===== config.mk =====
export PLATFORM = sky130hd
export DESIGN_NAME = regfile_dump_ctrl
export DESIGN_NICKNAME = d
export VERILOG_FILES = /design/src/rtl/regfile_dump_ctrl.sv
export SDC_FILE = /design/constraint.sdc
export NUM_CORES = 1
export LEC_CHECK = 0
export ABC_AREA = 1
export CAP_MARGIN = 20
export CORE_UTILIZATION = 40
export CTS_CLUSTER_DIAMETER = 50
export DETAILED_ROUTE_END_ITERATION = 10
export PLACE_DENSITY = 0.66
export SYNTH_ARGS = -nofsm -noshare
export SYNTH_HDL_FRONTEND = slang
export SYNTH_SLANG_ARGS = --single-unit
export TNS_END_PERCENT = 10

===== constraint.sdc =====
create_clock -name i_clk -period 1.7 [get_ports i_clk]
set_input_delay 0.255 -clock i_clk [delete_from_list [all_inputs] [get_ports i_clk]]
set_output_delay 0.255 -clock i_clk [all_outputs]
set_load 0.01 [all_outputs]

===== src/rtl/regfile_dump_ctrl.sv =====
// Register-file dump controller: walks every register and streams its
// bytes, LSB first, to a valid/ready byte transmitter while halted.
module regfile_dump_ctrl #(
   parameter int NB_REG  = 32,
   parameter int NB_ADDR = 5,
   parameter int NB_BYTE = 8
) (
   input  logic               i_clk,
   input  logic               i_reset,
   input  logic               i_start,
   input  logic               i_halted,
   output logic               o_rd_en,
   output logic [NB_ADDR-1:0] o_rd_addr,
   input  logic [NB_REG-1:0]  i_rd_data,
   output logic [NB_BYTE-1:0] o_tx_data,
   output logic               o_tx_valid,
   input  logic               i_tx_ready,
   output logic               o_busy,
   output logic               o_done,
   output logic               o_abort
);

   localparam int NB_BYTES = NB_REG / NB_BYTE;
   localparam int NB_BIDX  = (NB_BYTES > 1) ? $clog2(NB_BYTES) : 1;
   localparam logic [NB_BIDX-1:0] LAST_BYTE = NB_BIDX'(NB_BYTES - 1);

   typedef enum logic [2:0] {
      ST_IDLE,
      ST_READ,
      ST_SEND,
      ST_DONE,
      ST_ABORT
   } state_t;

   state_t               state_q, state_d;
   logic [NB_ADDR-1:0]   reg_idx_q, reg_idx_d;
   logic [NB_BIDX-1:0]   byte_idx_q, byte_idx_d;
   logic [NB_REG-1:0]    shift_q, shift_d;
   logic                 rd_en_q, rd_en_d;
   logic                 tx_valid_q, tx_valid_d;
   logic                 busy_q, busy_d;
   logic                 done_q, done_d;
   logic                 abort_q, abort_d;

   always_comb begin
      state_d    = state_q;
      reg_idx_d  = reg_idx_q;
      byte_idx_d = byte_idx_q;
      shift_d    = shift_q;

      unique case (state_q)
         ST_IDLE: begin
            if (i_start && i_halted) begin
               reg_idx_d  = '0;
               byte_idx_d = '0;
               state_d    = ST_READ;
            end
         end
         ST_READ: begin
            if (!i_halted) begin
               state_d = ST_ABORT;
            end else begin
               shift_d    = i_rd_data;
               byte_idx_d = '0;
               state_d    = ST_SEND;
            end
         end
         ST_SEND: begin
            // losing halt beats a same-cycle handshake: the byte is dropped
            if (!i_halted) begin
               state_d = ST_ABORT;
            end else if (i_tx_ready) begin
               shift_d = shift_q >> NB_BYTE;
               if (byte_idx_q == LAST_BYTE) begin
                  if (reg_idx_q == '1) begin
                     state_d = ST_DONE;
                  end else begin
                     reg_idx_d = reg_idx_q + NB_ADDR'(1);
                     state_d   = ST_READ;
                  end
               end else begin
                  byte_idx_d = byte_idx_q + NB_BIDX'(1);
               end
            end
         end
         ST_DONE: begin
            state_d = ST_IDLE;
         end
         ST_ABORT: begin
            state_d = ST_IDLE;
         end
         default: begin
            state_d = ST_IDLE;
         end
      endcase

      if (i_reset) begin
         state_d    = ST_IDLE;
         reg_idx_d  = '0;
         byte_idx_d = '0;
         shift_d    = '0;
      end

      // outputs are decoded from the next state so they leave a flop
      rd_en_d    = (state_d == ST_READ) || (state_d == ST_SEND);
      tx_valid_d = (state_d == ST_SEND);
      busy_d     = (state_d != ST_IDLE);
      done_d     = (state_d == ST_DONE);
      abort_d    = (state_d == ST_ABORT);
   end

   always_ff @(posedge i_clk) begin
      state_q    <= state_d;
      reg_idx_q  <= reg_idx_d;
      byte_idx_q <= byte_idx_d;
      shift_q    <= shift_d;
      rd_en_q    <= rd_en_d;
      tx_valid_q <= tx_valid_d;
      busy_q     <= busy_d;
      done_q     <= done_d;
      abort_q    <= abort_d;
   end

   assign o_rd_en    = rd_en_q;
   assign o_rd_addr  = reg_idx_q;
   assign o_tx_data  = shift_q[NB_BYTE-1:0];
   assign o_tx_valid = tx_valid_q;
   assign o_busy     = busy_q;
   assign o_done     = done_q;
   assign o_abort    = abort_q;

endmodule


==> impl_metrics.py, run 1 <==
metrics = {
    "critical_path": {
        "crit_type": "reg -> reg",
        "critical_path_arrival_ns": 1.76,
        "required_ns": 1.89,
        "critPathLaunchType": "register",
        "worstPathMaxFanout": 4,
        "worst_setup_path_end_kind": "register",
    },
    "sta": {
        "relSlewSlack_pct": 80.8,
        "finalHoldViolations": 0,
        "post-route-period-util_pct": 92.5,
        "setup_viol": 0,
        "max_freq_mhz": 636,
        "maxSlewViolCount": 0,
        "setup_tns_ns": 0,
        "min_period_ns": 1.57,
        "postLayoutSetupSlackWorst_ns": 0.128,
        "tightest_slew_ns": 0.284,
        "fin_worst_skew_ns": 0.0117,
        "timing.hold.ws_ns": 0.512,
    },
    "grt": {
        "grt_pass1_wl_um": 7640,
        "grt_pass1_vias": 1762,
        "grt_antenna_before_repair": 0,
        "grt.overflow.total": 0,
        "track_usage_pct": 15.3,
        "grt_max_degree": 38,
    },
    "floorplanning": {
        "row_count": 27,
        "coreArea_um2": 5640,
        "fp.dieW_um": 79.4,
        "start_util_pct": 42.4,
        "io-pin-count": 55,
        "die_area_um2": 6300,
        "die_h_um": 79.4,
    },
    "placement": {
        "io_buffers": 54,
        "gp_congestion": 0.773,
        "place_ws_ns": 0.0331,
        "dp_hpwl_um": 3210,
    },
    "finish": {
        "area_growth_pct": 28.2,
        "diodes": 0,
        "layout-drive-gt1-share_pct": 5.45,
        "fillers": 598,
        "nNetsFinal": 461,
    },
    "yosys": {
        "yosys_most_used_dff": "dfxtp_1",
        "synth_top_cell_by_area": "dfxtp_1",
        "yosysWarnings": 0,
        "netlist_instances": 375,
        "synth_cell_types": 20,
        "synthTopCellsByCount": "nand2_1 (105), nor2_1 (76), inv_1 (58)",
        "syn_avg_cell_area_um2": 6.38,
        "synth_area_um2": 2390,
        "synth_most_common_cell": "nand2_1",
        "synth_area_leaders": "dfxtp_1 (39%), nand2_1 (16%), nor2_1 (12%)",
        "yosysSeqAreaShare_pct": 39.3,
        "synth_top_area_share_pct": 39.3,
        "postSynth.asyncResetShare_pct": 0,
        "syn_nets": 415,
        "synth-edff-count": 0,
        "synth-seq-cells": 47,
    },
    "power": {
        "finalPower_mw": 2.38,
        "power_density_nw_per_um2": 775,
        "leakagePower_nw": 1.55,
        "peakVddDrop_v": 0.000331,
    },
    "routing": {
        "routedWlPerCell_um": 9.51,
        "dr.pass1.iters": 4,
        "drtAntennaViolNets": 0,
        "wl_um": 4700,
        "initialDrtViolationCount": 122,
        "route.detailed.drc": 0,
        "viasPerCell": 4.29,
        "num_vias": 2118,
    },
    "clock_tree": {
        "cts_buffers": 5,
        "cts_hold_buf": 0,
        "root_buffer": "clkbuf_8",
        "htree_levels": 2,
        "cts_tree": "done",
        "clk_latency_ns": 0.30,
        "cts_sinks": 47,
        "clk_path_buf_depth": 2,
        "cts.clk_slew.worst_paths_ns": 0.08,
    },
    "hold_path": {
        "hold_path.class": "reg -> reg",
    },
    "run_status": {
        "status": "finished clean",
    },
    "flow_run": {
        "cap_violations": 0,
    },
}
## cell usage in the layout (no fill, tap or decap), types with 2 or more instances in the layout
cell type and instances:
nand2_1 105, nor2_1 76, inv_1 58, clkdlybuf4s50_1 54, dfxtp_1 47, o21ai_0 27, nand3_1 9, o21ai_1 9
a21oi_1 6, clkbuf_8 6, buf_4 4, nand4_1 3, ha_1 3, buf_12 3, nand3_2 2, nor2_4 2
nand2_4 2
## final cells by class
cell class	count	area [µm²]	share of cell area, %
Clock buffer	6	82.6	2.69
Tap cell	72	90.1	2.94
Timing Repair Buffer	61	631	20.6
Sequential cell	47	941	30.7
Clock inverter	2	16.3	0.530
Inverter	59	221	7.22
Multi-Input combinational cell	247	1090	35.4
## where the power goes
part / internal, mW / total (mW) / switching, mW
combinational: 0.235 / 0.473 / 0.238
clock: 0.332 / 0.704 / 0.372
sequential: 1.17 / 1.20 / 0.0275
## flip-flops by register name, summed over array words and instances (netlist names)
register	cells
o_rd_en	1
shift_q	32
byte_idx_q	2
o_done	1
o_tx_valid	1
o_abort	1
state_q	3
o_rd_addr	5
o_busy	1
## path summary, 6_finish.rpt
kind                             start                         to  slack [ns]  cells past startpoint
max          o_rd_addr[0]$_SDFFE_PP0P_  o_rd_addr[4]$_SDFFE_PP0P_        0.13                     10
min          o_rd_addr[3]$_SDFFE_PP0P_  o_rd_addr[3]$_SDFFE_PP0P_        0.51                      2
max reg2reg  o_rd_addr[0]$_SDFFE_PP0P_  o_rd_addr[4]$_SDFFE_PP0P_        0.13                     10
min reg2reg  o_rd_addr[3]$_SDFFE_PP0P_  o_rd_addr[3]$_SDFFE_PP0P_        0.51                      2
## through the flow
step / std cells / instance area, µm² / utilization, %
3_5_place_dp: 485 / 2960 / 52.4
6_report: 494 / 3070 / 54.4
5_1_grt: 494 / 3070 / 54.4
2_1_floorplan: 375 / 2390 / -
3_3_place_gp: 485 / 2960 / 52.4
4_1_cts: 493 / 3060 / 54.2
## metal layers
metal	wire (µm)	global-route usage, %
met5	0	0
met4	63	5.45
met3	195	3.45
met2	2030	24.9
met1	2410	19.7
## logic make-up (layout without fill, tap and decap cells)
logic type,count (synthesis),after routing,synth area share (%)
fa+ha+maj,3,3,1.57
flops,47,47,39.3
compound gates,42,42,8.78
simple gates,201,202,34.6
buf+inv,82,128,15.8
## worst max-delay path: stages (launching register included)
cell and delay [ns]:
dfxtp_1 0.32, ha_1 0.22, nand2_1 0.07, nor2_1 0.04, ha_1 0.19, o21ai_1 0.13, nand2_1 0.13, nor2_2 0.18
nand2_1 0.07, o21ai_0 0.07, nor2_1 0.05
## repair_timing
| action | 4_1_cts | 5_1_grt |
|---|---|---|
| setup buffers | 0 | 0 |
| setup endpoints to repair | 0 | 6 |
| gates resized for setup | 0 | 2 |
Note: power is estimated with default switching activity, not from simulation.
==> run 2, diff against run 1 <==
--- a/config.mk
+++ b/config.mk
@@ -7,10 +7,10 @@
 export LEC_CHECK = 0
 export ABC_AREA = 1
 export CAP_MARGIN = 20
-export CORE_UTILIZATION = 40
+export CORE_UTILIZATION = 50
 export CTS_CLUSTER_DIAMETER = 50
 export DETAILED_ROUTE_END_ITERATION = 10
-export PLACE_DENSITY = 0.66
+export PLACE_DENSITY = 0.8
 export SYNTH_ARGS = -nofsm -noshare
 export SYNTH_HDL_FRONTEND = slang
 export SYNTH_SLANG_ARGS = --single-unit
==> run 2 against run 1 <==
The run now ends with design-rule violations left; highest routed layer unchanged; worst hold slack got worse by 0.0080 ns; worst setup slack improved by 0.018 ns; via count rose by 4.1%.
==> impl_metrics.py, run 2 (synthesis gave the netlist of run 1 again) <==
metrics = {
    "floorplanning": {
        "row_count": 24,
        "coreArea_um2": 4470,
        "die_area_um2": 5070,
        "fp.dieW_um": 71.2,
        "start_util_pct": 53.5,
        "die_h_um": 71.2,
        "io-pin-count": 55,
    },
    "routing": {
        "dr.pass1.iters": 7,
        "num_vias": 2204,
        "wl_um": 4670,
        "routedWlPerCell_um": 9.82,
        "viasPerCell": 4.64,
        "initialDrtViolationCount": 127,
        "drtAntennaViolNets": 0,
        "route.detailed.drc": 5,
    },
    "finish": {
        "fillers": 423,
        "layout-drive-gt1-share_pct": 6.15,
        "largest_register_ff_count": 32,
        "layout_common_cells": "nand2_1 (104), nor2_1 (76), inv_1 (58)",
        "nNetsFinal": 462,
        "diodes": 0,
        "area_growth_pct": 28.4,
        "largest-register": "shift_q",
        "final_common_cell": "nand2_1",
    },
    "sta": {
        "setup_viol": 0,
        "relSlewSlack_pct": 80.6,
        "min_period_ns": 1.55,
        "timing.hold.ws_ns": 0.504,
        "maxSlewViolCount": 0,
        "post-route-period-util_pct": 91.4,
        "max_freq_mhz": 643,
        "finalHoldViolations": 0,
        "fin_worst_skew_ns": 0.00530,
        "tightest_slew_ns": 0.289,
    },
    "clock_tree": {
        "cts.clk_slew.worst_paths_ns": 0.08,
        "root_buffer": "clkbuf_8",
        "cts_tree": "done",
        "clk_path_buf_depth": 2,
        "cts_buffers": 5,
        "htree_levels": 2,
        "cts_sinks": 47,
        "clk_latency_ns": 0.29,
        "cts_hold_buf": 0,
    },
    "critical_path": {
        "critical_path_arrival_ns": 1.75,
        "worst_setup_path_end_kind": "register",
        "slowest_stage": "dfxtp_1",
        "required_ns": 1.89,
        "critical-path-max-stage-delay_ns": 0.32,
        "worstPathMaxFanout": 4,
        "crit_chain": "ha_1 > nand2_1 > nor2_1 > ha_1 > o21ai_1 > nand2_2 > nor2_2 > nand3_1 > nand2_1 > nor2_1",
        "critPathLaunchType": "register",
        "crit_type": "reg -> reg",
    },
    "grt": {
        "grt_pass1_vias": 1895,
        "grt_antenna_before_repair": 0,
        "grt_pass1_wl_um": 7820,
        "track_usage_pct": 19.5,
        "grt_max_degree": 52,
        "grt.overflow.total": 0,
    },
    "placement": {
        "dp_hpwl_um": 3210,
        "io_buffers": 54,
        "gp_congestion": 0.773,
    },
    "power": {
        "finalPower_mw": 2.41,
        "leakagePower_nw": 1.56,
        "power_density_nw_per_um2": 784,
        "peakVddDrop_v": 0.000389,
    },
    "run_status": {
        "status": "finished, violations left",
        "violations": "design-rule violations",
    },
    "hold_path": {
        "hold_path.class": "reg -> reg",
    },
    "flow_run": {
        "cap_violations": 0,
    },
}
==> run 2: changes by cell type in the layout (fill, tap and decap cells not counted) <==
cell,previous run,this run
buf_12,3,4
clkbuf_8,6,7
clkinv_1,1,0
clkinv_4,1,0
clkinvlp_4,1,2
nand2_1,105,104
nand2_2,0,1
==> run 2: metal layers <==
| metal | up-vias | global-route usage [%] | share of wire [%] |
|---|---|---|---|
| met5 | - | 0 | 0 |
| met4 | 0 | 8.22 | 0.60 |
| met3 | 2 | 3.42 | 4.7 |
| met2 | 54 | 33.1 | 46 |
| met1 | 941 | 24.3 | 49 |
| li1 | 1207 | - | - |
==> run 2: path summary, 6_finish.rpt <==
kind / startpoint / endpoint / slack, ns / cells after the start
setup reg to reg: o_rd_addr[0]$_SDFFE_PP0P_ / o_rd_addr[2]$_SDFFE_PP0P_ / 0.15 / 10
hold reg to reg: o_rd_addr[3]$_SDFFE_PP0P_ / o_rd_addr[3]$_SDFFE_PP0P_ / 0.50 / 2
setup / recovery: o_rd_addr[0]$_SDFFE_PP0P_ / o_rd_addr[2]$_SDFFE_PP0P_ / 0.15 / 10
hold / removal: o_rd_addr[3]$_SDFFE_PP0P_ / o_rd_addr[3]$_SDFFE_PP0P_ / 0.50 / 2
==> run 2: report_power, final <==
part           switching (mW)  leakage [nW]  internal, mW
combinational           0.241          1.12         0.241
clock                   0.357        0.0505         0.370
sequential             0.0277         0.384          1.17
total                   0.626          1.56          1.78
==> run 2: stage by stage <==
| step | utilization (%) | instances | setup TNS (ns) | worst slack [ns] | area [µm²] |
|---|---|---|---|---|---|
| 5_1_grt | 68.7 | 475 | -0.000790 | -0.000790 | 3070 |
| 4_1_cts | 68.3 | 474 | 0 | 0.0738 | 3060 |
| 3_5_place_dp | 66.0 | 466 | 0 | 0.0284 | 2950 |
| 2_1_floorplan | - | 375 | 0 | 0.122 | 2390 |
| 6_report | 68.7 | 475 | 0 | 0.145 | 3070 |
| 3_3_place_gp | 66.0 | 466 | 0 | 0.0874 | 2950 |
==> run 2: repair_timing <==
item,4_1_cts,5_1_grt
gates resized for setup,0,4
hold endpoints to repair,0,0
setup buffers,0,0
setup endpoints to repair,0,7
==> run 2: critical path: cells and delay by family, from the launching register on <==
family | cells | cell delay, ns
AND/OR/NAND/NOR | 7 | 0.56
AO/OA/AOI/OAI | 1 | 0.17
adder cells (fa/ha/maj) | 2 | 0.40
flip-flops | 1 | 0.32
==> run 2: area by class of cell <==
class | count | area [µm²] | share of cell area (%)
Inverter | 59 | 225 | 7.33
Multi-Input combinational cell | 247 | 1090 | 35.4
Clock inverter | 1 | 7.51 | 0.244
Tap cell | 52 | 65.1 | 2.12
Sequential cell | 47 | 941 | 30.6
Timing Repair Buffer | 62 | 651 | 21.2
Clock buffer | 7 | 96.3 | 3.13
